File: config.mk
export PLATFORM = sky130hd
export DESIGN_NAME = word_collector
export DESIGN_NICKNAME = d
export VERILOG_FILES = /design/src/rtl/word_collector_pkg.sv /design/src/rtl/word_collector_letter_buffer.sv /design/src/rtl/word_collector.sv
export SDC_FILE = /design/constraint.sdc
export NUM_CORES = 1
export LEC_CHECK = 0
export CORE_AREA = 3 3 79 81
export DETAILED_ROUTE_END_ITERATION = 7
export DIE_AREA = 0 0 82 84
export HOLD_SLACK_MARGIN = 0.05
export PLACE_DENSITY = 0.66
export SYNTH_ARGS = -nofsm -noshare
export SYNTH_HDL_FRONTEND = slang
export SYNTH_HIERARCHICAL = 1
export SYNTH_SLANG_ARGS = --single-unit
File: constraint.sdc
create_clock -name clk -period 2.9 [get_ports clk]
set_input_delay 0.725 -clock clk [delete_from_list [all_inputs] [get_ports clk]]
set_output_delay 0.725 -clock clk [all_outputs]
set_load 0.02 [all_outputs]
File: src/rtl/word_collector_pkg.sv
// Shared constants and FSM encoding for the word collector and its letter buffer.
package word_collector_pkg;

  localparam int unsigned MAX_LEN    = 6;
  localparam int unsigned CODE_W     = 5;
  localparam int unsigned LETTER_MAX = 25;
  localparam int unsigned CNT_W      = 3;

  typedef enum logic [1:0] {
    ST_EMPTY  = 2'd0,
    ST_ENTRY  = 2'd1,
    ST_COMMIT = 2'd2,
    ST_CLEAR  = 2'd3
  } state_t;

endpackage

File: src/rtl/word_collector_letter_buffer.sv
// Letter storage: write one slot, clear one slot, or clear every slot.
module letter_buffer
  import word_collector_pkg::*;
#(
  parameter int unsigned LEN  = MAX_LEN,
  parameter int unsigned CW   = CODE_W,
  parameter int unsigned IDXW = $clog2(LEN)
) (
  input  logic             clk,
  input  logic             rst,
  input  logic             wr_en,
  input  logic [IDXW-1:0]  wr_idx,
  input  logic [CW-1:0]    wr_code,
  input  logic             clr_en,
  input  logic [IDXW-1:0]  clr_idx,
  input  logic             clr_all,
  output logic [LEN*CW-1:0] word
);

  always_ff @(posedge clk or posedge rst) begin
    if (rst) begin
      word <= '0;
    end else if (clr_all) begin
      word <= '0;
    end else begin
      for (int unsigned i = 0; i < LEN; i++) begin
        if (wr_en && wr_idx == IDXW'(i)) begin
          word[i*CW +: CW] <= wr_code;
        end else if (clr_en && clr_idx == IDXW'(i)) begin
          word[i*CW +: CW] <= '0;
        end
      end
    end
  end

endmodule

File: src/rtl/word_collector.sv
// Collects keyed letters into a word and emits a one-cycle commit pulse for the chip decoder.
module word_collector
  import word_collector_pkg::*;
#(
  parameter int unsigned MAX_LEN = word_collector_pkg::MAX_LEN,
  parameter int unsigned CODE_W  = word_collector_pkg::CODE_W
) (
  input  logic                      clk,
  input  logic                      rst,
  input  logic                      key_valid,
  input  logic [CODE_W-1:0]         key_code,
  input  logic                      key_back,
  input  logic                      key_enter,
  output logic [2:0]                cnt,
  output logic                      en,
  output logic [MAX_LEN*CODE_W-1:0] word,
  output logic                      full,
  output logic                      reject
);

  localparam int unsigned IDX_W = $clog2(MAX_LEN);

  state_t             state, state_next;
  logic [CNT_W-1:0]   cnt_next;
  logic               reject_next;
  logic               wr_en, clr_en, clr_all;
  logic [IDX_W-1:0]   wr_idx, clr_idx;
  logic               any_key;

  assign any_key = key_valid | key_back | key_enter;

  // State, count and pulse registers; en is high exactly while in COMMIT.
  always_ff @(posedge clk or posedge rst) begin
    if (rst) begin
      state  <= ST_EMPTY;
      cnt    <= '0;
      en     <= 1'b0;
      full   <= 1'b0;
      reject <= 1'b0;
    end else begin
      state  <= state_next;
      cnt    <= cnt_next;
      en     <= (state_next == ST_COMMIT);
      full   <= (cnt_next == CNT_W'(MAX_LEN));
      reject <= reject_next;
    end
  end

  // Next-state and buffer control; enter beats back beats letter.
  always_comb begin
    state_next  = state;
    cnt_next    = cnt;
    reject_next = 1'b0;
    wr_en       = 1'b0;
    wr_idx      = IDX_W'(cnt);
    clr_en      = 1'b0;
    clr_idx     = IDX_W'(cnt - CNT_W'(1));
    clr_all     = 1'b0;
    case (state)
      ST_EMPTY, ST_ENTRY: begin
        if (key_enter) begin
          if (state == ST_ENTRY) state_next = ST_COMMIT;
          else                   reject_next = 1'b1;
        end else if (key_back) begin
          if (state == ST_ENTRY) begin
            clr_en   = 1'b1;
            cnt_next = cnt - CNT_W'(1);
            if (cnt == CNT_W'(1)) state_next = ST_EMPTY;
          end else begin
            reject_next = 1'b1;
          end
        end else if (key_valid) begin
          if (key_code > CODE_W'(LETTER_MAX) || cnt == CNT_W'(MAX_LEN)) begin
            reject_next = 1'b1;
          end else begin
            wr_en      = 1'b1;
            cnt_next   = cnt + CNT_W'(1);
            state_next = ST_ENTRY;
          end
        end
      end
      ST_COMMIT: begin
        state_next  = ST_CLEAR;
        reject_next = any_key;
      end
      ST_CLEAR: begin
        state_next  = ST_EMPTY;
        cnt_next    = '0;
        clr_all     = 1'b1;
        reject_next = any_key;
      end
      default: state_next = ST_EMPTY;
    endcase
  end

  letter_buffer #(
    .LEN  (MAX_LEN),
    .CW   (CODE_W),
    .IDXW (IDX_W)
  ) u_buf (
    .clk     (clk),
    .rst     (rst),
    .wr_en   (wr_en),
    .wr_idx  (wr_idx),
    .wr_code (key_code),
    .clr_en  (clr_en),
    .clr_idx (clr_idx),
    .clr_all (clr_all),
    .word    (word)
  );

endmodule

# After elaboration in Yosys (flattened, before gate mapping)
# Index checks and enable logic that the tools add are counted.
[word_totals]
input_bits = 10
regBits = 38
wordCells = 99
output_inout_bits = 36
[classes]
reduce_logical = 24
bitwise = 2
n_lt_le_gt_ge = 1
mux = 43
n_eq_ne = 16
addsub = 2
[ops]
columns = ["operator", "count"]
rows = [
  ["2-to-1 mux 5 bit", 12],
  ["2-to-1 mux 30 bit", 1],
  ["== test 3 bit, second input constant", 6],
  ["nonzero test 3 bit", 6],
  ["2-to-1 mux 1 bit", 15],
  ["2-to-1 mux 3 bit", 5],
  ["2-to-1 mux 2 bit", 7],
  ["== test 3 x 2 -> 1 bit, second input constant", 4],
  ["logical AND 1 bit", 12],
  ["== test 2 bit, second input constant", 3],
  ["== test 3 x 1 -> 1 bit, second input constant", 2],
  ["zero test 3 bit", 2],
  ["case mux 2 bit (3 select lines)", 1],
  ["case mux 3 bit (2 select lines)", 1],
  ["greater-than comparator 5 bit, second input constant", 1],
  ["OR reduction 2 bit", 2],
  ["adder 3 x 1 -> 3 bit, second input constant", 1],
  ["subtractor 3 x 1 -> 3 bit, second input constant", 1],
  ["== test 2 x 1 -> 1 bit, second input constant", 1],
  ["zero test 2 bit", 1],
  ["bitwise OR 1 bit", 2],
  ["case mux 1 bit (2 select lines)", 1],
  ["logical OR 1 bit", 1],
]

# Depth between registers and ports, before layout
# Gate-level depths: netlist of run 1.
[logic_depth]
ltp_word = 10
mapped_depth = 9
ltp_nobuf = 8

# Cells and area by module
# Netlist of run 1, hierarchy kept.
[modules_own_cells]
columns = ["module", "seq_area_each_um2", "cells_each", "n_inst", "area_per_inst_um2"]
rows = [
  ["letter_buffer", 750.7, 117, 1, 1308.8],
  ["word_collector", 200.2, 66, 1, 639.4],
]

# Worst setup path after synthesis of run 1
# OpenSTA, ideal clock, no wires.
[synth_timing]
path_type = "reg-to-reg"
start = "reg cnt[0]"
end = "reg u_buf.word[1]"
setup_slack_ps = 436
stages_incl_launch_ff = 10
t_required_ps = 2763
setup_time_ps = 137
n_path_buf = 1
synth_period_minus_slack_ps = 2464
arrival_time_ps = 2328
cell_sequence = "dfrtp_1 -> inv_1 -> ha_1 -> nand2_2 -> nand4_4 -> nor2_1 -> or4b_1 -> buf_2 -> o41ai_4 -> o32ai_1"
[synth_via]
elab_cells_between_ends = 15
cone_classes = "add/sub (1); eq/ne (1); mux (7); reduce/logical (6)"
[synth_lines]
columns = ["item", "line_no", "source"]
rows = [
  ["start: declaration", "word_collector.sv:14", "output logic [2:0] cnt,"],
  ["start signal: assignment", "word_collector.sv:42", "cnt <= cnt_next;"],
  ["subtractor 3 x 1 -> 3 bit", "word_collector.sv:57", "clr_idx = IDX_W'(cnt - CNT_W'(1));"],
  ["named net clr_idx[0]", "word_collector.sv:27", "logic [IDX_W-1:0] wr_idx, clr_idx;"],
  ["zero test 3 bit", "word_collector_letter_buffer.sv:29", "end else if (clr_en && clr_idx == IDXW'(i)) begin"],
  ["logical AND 1 bit", "word_collector_letter_buffer.sv:29", ""],
  ["nonzero test 3 bit (no line)", "n/a", ""],
  ["end signal: indexed assignment", "word_collector_letter_buffer.sv:28", "word[i*CW +: CW] <= wr_code;"],
  ["end: declaration", "word_collector_letter_buffer.sv:17", "output logic [LEN*CW-1:0] word"],
]
# The timed path passes the listed nets, and every way through them passes these cells.
# A chain may end at the register's enable or synchronous reset.

# Final worst setup path of run 1
[layout_timing]
start = "in key_code[1]"
end = "reg u_buf.word[2]"
[layout_via]
elab_chain_len = 10
elab_cells_between_ends = 11
cone_classes = "order compare (1); mux (7); reduce/logical (3)"
[layout_lines]
columns = ["item", "line_no", "source"]
rows = [
  ["start: declaration", "word_collector.sv:11", "input logic [CODE_W-1:0] key_code,"],
  ["greater-than comparator 5 bit *", "word_collector.sv:73", "if (key_code > CODE_W'(LETTER_MAX) || cnt == CNT_W'(MAX_LEN)) begin"],
  ["logical OR 1 bit *", "word_collector.sv:73", ""],
  ["2-to-1 mux 1 bit *", "word_collector.sv:73", ""],
  ["2-to-1 mux 1 bit *", "word_collector.sv:72", "end else if (key_valid) begin"],
  ["2-to-1 mux 1 bit *", "word_collector.sv:64", "end else if (key_back) begin"],
  ["2-to-1 mux 1 bit *", "word_collector.sv:61", "if (key_enter) begin"],
  ["2-to-1 mux 1 bit *", "word_collector.sv:59", "case (state)"],
  ["named net wr_en", "word_collector.sv:26", "logic wr_en, clr_en, clr_all;"],
  ["logical AND 1 bit *", "word_collector_letter_buffer.sv:27", "if (wr_en && wr_idx == IDXW'(i)) begin"],
  ["2-to-1 mux 5 bit", "word_collector_letter_buffer.sv:27", ""],
  ["2-to-1 mux 30 bit", "word_collector_letter_buffer.sv:23", "end else if (clr_all) begin"],
]
# Mark *: on every way through the listed nets, which the timed path passes. The rest lies on a longest branch.

==> run metrics, run 1 <==
fmax roughly 0.41 GHz; crit path DAT around 2.6 ns; setup bufs post-CTS 0; hold_buf cts 0; via count of the first global-routing pass 1638; GRT Overall Usage between 10% and 20%; cell area after synthesis about 2000 um2; first-pass GRT wire length roughly 8.1 mm; Internal Power approximately 1.4 mW; CTS Buffer Depth 2; Flop pwr share a little over a third; ranking of synthesized cells by area dfrtp_1 (49%), o32ai_1 (9.0%), inv_1 (5.4%); Logic pwr share between 40% and 50%; # DRC 0; met2 routed WL 2.15 mm; period utilization between 80% and 90%; DIE AREA ~6900 um2; CTS Sinks 38; IO Port Bufs 45; largest net degree at the start of global routing 31; vias 1614; Post-synth EDFFs 0; Clock Pin Slew Worst Setup and Hold Paths ~0.070 ns; share of cells above drive strength 1 between 10% and 20%; gate count of the mapped netlist about 180; drt via density a little over 5; Synth cell types 42; Syn. warnings 6; Resized Gates After CTS 0; fill cell count approximately 540; fin util 47.9%; top layer reached by signal wires met4; Die Ht about 84 um; TritonRoute pass-1 iters 4; H-tree levels 2; Period minus WS final ~2.4 ns; Pleak 1.11 nW; diode count 0; Synth Net Count approximately 200; core area between 5000 and 6000 um2; peak supply drop about 0.33 mV; Initial Util between 30% and 40%; crit end category flip-flop; CP required just over 3 ns; Sw Ratio ~40%; Routed Antenna Nets 0; Sw Pwr a little over 0.9 mW; Clock Skew roughly 0.013 ns; final hold violation count 0; status complete, no violations; Seq cells post-synth 38; DRT Wirelength 4.76 mm; metal3 WL approximately 370 um; Die W about 82 um; Power Dens Cells a little under 900 nW/um2; register area about 950 um2; fin nets between 200 and 300; Clk pwr share 19.9%; WL/cell ~15 um; worst hold path class flip-flop to flip-flop; CP Class input pin to flip-flop; Yosys top cell area share 48.8%; Worst setup SP type input pin; RSZ-0062 raised after global routing false; worst-path fanout max 5; worst slew pin tran just under 0.5 ns; root buffer cell clkbuf_8; Async SR Flop Fraction 100%; FP Rows 27; syn avg cell area approximately 11 um2; Final TNS setup 0 ns; max-cap violations 0; multi-input logic area approximately 850 um2; # IOs between 40 and 50; initial antenna violation count 0; GRT overflow 0; Skew-Pair Late Insertion Delay 0.29 ns; sequential share of the synthesized area about half; Area Overhead vs Synth 36.4%; total CTS buffers 5; dominant cell by count in the synthesized netlist dfrtp_1; number of setup violations in the final report 0; Post-synth top cells dfrtp_1 (38), inv_1 (28), o32ai_1 (20); leading area contributor after synthesis dfrtp_1; CTS tree yes; Final WS setup 0.469 ns; WL met1 ~2.2 mm; Main synth FF type dfrtp_1; gpl congestion about 0.78; DP Wirelength between 3 and 4 mm; Slew Limit Fails 0; Slew HR 67.9%; initial detailed-routing violation count 99; Setup WS pre-CTS between 0.15 and 0.2 ns
[cell families after synthesis]
logic type               Yosys count  synth area share [%]
XOR/XNOR                           1                 0.450
adder cells (fa/ha/maj)            4                  2.57
AND/OR/NAND/NOR                   50                  17.3
multiplexers                       1                 0.514
AO/OA/AOI/OAI                     53                  22.8
flip-flops                        38                  48.8
buffers and inverters             36                  7.58
[sequential cells by signal, indices dropped and copies added (netlist names)]
signal,flops
reject,1
full,1
cnt,3
state,2
en,1
u_buf/word,30
[power by group through the flow]
| stage | logic [mW] | clock network, mW | registers (mW) |
|---|---|---|---|
| 2_1_floorplan | 0.475 | 0 | 0.957 |
| 3_3_place_gp | 1.04 | 0 | 0.814 |
| 3_5_place_dp | 1.05 | 0 | 0.818 |
| 4_1_cts | 1.06 | 0.470 | 0.810 |
| 5_1_grt | 1.15 | 0.488 | 0.834 |
| 6_report | 1.05 | 0.462 | 0.809 |
[layout make-up]
| type | count | share of cell area (%) |
|---|---|---|
| clock buffer | 6 | 3.11 |
| clock inverter | 1 | 1.13 |
| inverter | 28 | 3.96 |
| multi-input combinational | 109 | 32.0 |
| sequential | 38 | 35.8 |
| tap | 72 | 3.39 |
| timing repair buffer | 58 | 20.6 |
[final timing paths]
| kind | start | slack (ns) | depth (start not counted) | to |
|---|---|---|---|---|
| setup / recovery | key_code[1] | 0.47 | 7 | u_buf/word[2] |
| hold / removal | u_buf/word[28] | 0.54 | 2 | u_buf/word[28] |
| setup reg to reg | cnt[1] | 0.78 | 7 | u_buf/word[2] |
| hold reg to reg | u_buf/word[28] | 0.54 | 2 | u_buf/word[28] |
| max in group asynchronous | rst | 1.77 | 3 | u_buf/word[25] |
| min in group asynchronous | rst | 0.71 | 2 | cnt[0] |
[worst max-delay path, stage by stage]
cell,delay (ns)
clkdlybuf4s50_1,0.46
o211ai_4,0.28
nand4_4,0.16
nor2_1,0.15
or4b_1,0.52
buf_4,0.19
o32ai_1,0.13
[stage by stage]
step / area, um2 / total power [mW] / cells / hold slack (ns)
after floorplan: 1950 / 1.43 / 183 / 0.541
final: 2660 / 2.32 / 312 / 0.539
after CTS: 2660 / 2.34 / 312 / 0.544
after global routing: 2660 / 2.47 / 312 / 0.563
after detailed placement: 2540 / 1.87 / 305 / 0.530
after global placement: 2540 / 1.86 / 305 / 0.532
[per-layer routing]
metal	vias up	track usage, %
li1	777	-
met1	783	21.4
met2	50	22.1
met3	4	4.97
met4	0	3.02
met5	-	0
[cells in the final DEF, fill, tap and decap left out, types with 2 or more instances in the layout]
master / netlist / routed
clkdlybuf4s50_1: 0 / 45
o32ai_1: 20 / 20
o21bai_1: 2 / 2
inv_1: 28 / 28
nand4bb_1: 3 / 3
dfrtp_1: 38 / 38
nand2b_1: 6 / 6
nor3_1: 4 / 4
buf_4: 1 / 13
nand3b_1: 3 / 3
nand3_1: 3 / 3
o22ai_1: 11 / 11
a21oi_1: 3 / 3
nor2_1: 6 / 6
ha_1: 4 / 4
clkbuf_8: 0 / 6
nand4b_1: 3 / 3
o21ai_0: 8 / 8
nand2_1: 12 / 12
Note: power is estimated with default switching activity, not from simulation.
==> inputs of run 2 (changes only) <==
==> constraint.sdc (replaced) <==
create_clock -name clk -period 2.3 [get_ports clk]
set_input_delay 0.575 -clock clk [delete_from_list [all_inputs] [get_ports clk]]
set_output_delay 0.575 -clock clk [all_outputs]
set_load 0.02 [all_outputs]
==> run 2 against run 1 <==
First-iteration DRC count fell by 20%. Register-to-register slack got worse by 0.45 ns. Sequential power rose by 25%. Sequential cell count did not move. Via count rose by 2.3%. Combinational power rose by 31%. Non-clock buffer count rose by 11. Total power rose by 28%. Clock power rose by 26%. Final cell count rose by 3.5%. Critical endpoint is now cnt[2]. Largest power group unchanged. Highest routed layer unchanged.
==> run metrics, run 2 (synthesis results as in run 1) <==
Worst setup SP type flip-flop (was input pin); commonest non-fill, non-tap cell in the layout clkdlybuf4s50_1 (unchanged); fill cell count 529 (was 541); worst hold path class flip-flop to flip-flop (unchanged); Final WS setup 0.100 ns (was 0.469 ns); # IOs 46 (unchanged); initial antenna violation count 0 (unchanged); Die W 82 um (unchanged); crit path DAT 1.62 ns (was 2.61 ns); H-tree levels 2 (unchanged); Routed Antenna Nets 0 (unchanged); core area 5540 um2 (unchanged); Biggest register u_buf/word (unchanged); Clock Skew 0.00412 ns (was 0.0133 ns); metal3 WL 246 um (was 370 um); met2 routed WL 2.24 mm (was 2.15 mm); Area Overhead vs Synth 40.7% (was 36.4%); worst-path fanout max 13 (was 5); root buffer cell clkbuf_8 (unchanged); Final TNS setup 0 ns (unchanged); Setup WS pre-CTS -0.174 ns (was 0.162 ns); gpl congestion 0.748 (was 0.782); DRT Wirelength 4.89 mm (was 4.76 mm); Min Hold Slack 0.539 ns (about the same); Largest regs u_buf/word: 30 flops, cnt: 3 flops, state: 2 flops (unchanged); placed insts 316 (was 305); Logic pwr share 46.5% (was 45.3%); Skew-Pair Late Insertion Delay 0.29 ns (about the same); max-cap violations 0 (unchanged); worst slew pin tran 0.481 ns (was 0.482 ns); CTS tree yes (unchanged); DP Wirelength 3.47 mm (was 3.29 mm); setup bufs post-CTS 0 (unchanged); crit end category output port (was flip-flop); drt via density 5.11 (was 5.17); CP bufs+invs 1 (was 2); CTS Buffer Depth 2 (unchanged); Slew Limit Fails 0 (unchanged); Clk pwr share 19.5% (was 19.9%); TritonRoute pass-1 iters 6 (was 4); # DRC 0 (unchanged); fin nets 265 (was 254); Pleak 1.16 nW (was 1.11 nW); Period minus WS final approximately 2.2 ns; GRT Overall Usage 15.4% (was 15.0%); total CTS buffers 5 (unchanged); peak supply drop 0.398 mV (was 0.335 mV); diode count 0 (unchanged); CTS Sinks 38 (unchanged); largest net degree at the start of global routing 31 (unchanged); GRT overflow 0 (unchanged); Clock Pin Slew Worst Setup and Hold Paths 0.08 ns (was 0.07 ns); via count of the first global-routing pass 1663 (was 1638); top layer reached by signal wires met4 (unchanged); CP required 1.73 ns (was 3.08 ns); crit path cell chain clkdlybuf4s50_1 (was clkdlybuf4s50_1 > o211ai_4 > nand4_4 > nor2_1 > or4b_1 > buf_4 > o32ai_1); CP Class flip-flop to output port (was input pin to flip-flop); max reg flops 30 (unchanged); CP delay by family, top buffers and inverters (was simple AND/OR/NAND/NOR gates); Flop pwr share 34.0% (was 34.8%); FP Rows 27 (unchanged); hold_buf cts 0 (unchanged); first-pass GRT wire length 8.31 mm (was 8.15 mm); WL/cell 15.1 um (was 15.3 um); most frequent cells in the layout clkdlybuf4s50_1 (45), dfrtp_1 (37), inv_1 (28) (was clkdlybuf4s50_1 (45), dfrtp_1 (38), inv_1 (28)); Die Ht 84 um (unchanged); IO Port Bufs 45 (unchanged); share of cells above drive strength 1 17.9% (was 13.8%); number of setup violations in the final report 0 (unchanged); RSZ-0062 raised after global routing false (unchanged); Resized Gates After CTS 0 (unchanged); CP max-delay cell clkdlybuf4s50_1 (was or4b_1); WL met1 2.35 mm (was 2.22 mm); initial detailed-routing violation count 79 (was 99); Internal Power 1.83 mW (was 1.42 mW); Sw Ratio 38.5% (was 39.0%); status complete, no violations (unchanged); Sw Pwr 1.14 mW (was 0.906 mW); Slew HR 68.0% (was 67.9%); vias 1651 (was 1614); Power Dens Cells 1090 nW/um2 (was 875 nW/um2); final hold violation count 0 (unchanged); period utilization 95.6%; largest incremental delay on the critical path 0.70 ns (was 0.52 ns); fmax approximately 0.45 GHz; post-route insts no fill 323 (was 312); DIE AREA 6890 um2 (unchanged); Initial Util 35.2% (unchanged)
run 2: power by group through the flow:
stage	logic [mW]	registers, mW	clock network (mW)
after global placement	1.38	1.02	0
final	1.38	1.01	0.581
after detailed placement	1.39	1.02	0
after global routing	1.50	1.04	0.618
after CTS	1.39	1.01	0.589
after floorplan	0.598	1.21	0
run 2: layout make-up:
type                    count  area [um2]  share of cell area (%)
multi-input cells         109         850                    31.0
clock inverters             1        30.0                    1.10
flip-flops and latches     38         952                    34.7
well taps                  72        90.1                    3.29
clock buffers               6        82.6                    3.01
repair buffers             69         631                    23.0
inverters                  28         105                    3.84
run 2: worst paths after layout:
kind / end / cells after the start / from / slack, ns
max: cnt[2] / 1 / cnt[2] / 0.10
min: u_buf/word[15] / 2 / u_buf/word[15] / 0.54
max reg2reg: u_buf/word[2] / 7 / cnt[1] / 0.33
min reg2reg: u_buf/word[15] / 2 / u_buf/word[15] / 0.54
max in group asynchronous: u_buf/word[12] / 3 / rst / 1.30
min in group asynchronous: state[1] / 2 / rst / 0.58
run 2: metrics by stage:
step | util (%) | cell area, um2 | total power [mW]
floorplan | - | 1950 | 1.81
global placement | 47.4 | 2630 | 2.40
detailed placement | 47.4 | 2630 | 2.41
CTS | 49.5 | 2740 | 3.00
global route | 49.5 | 2740 | 3.16
finish | 49.5 | 2740 | 2.97
run 2: layer usage:
layer | up-vias | track usage (%)
met5 | - | 0
met4 | 0 | 4.23
met3 | 6 | 3.89
met2 | 39 | 23.4
met1 | 805 | 21.6
li1 | 801 | -
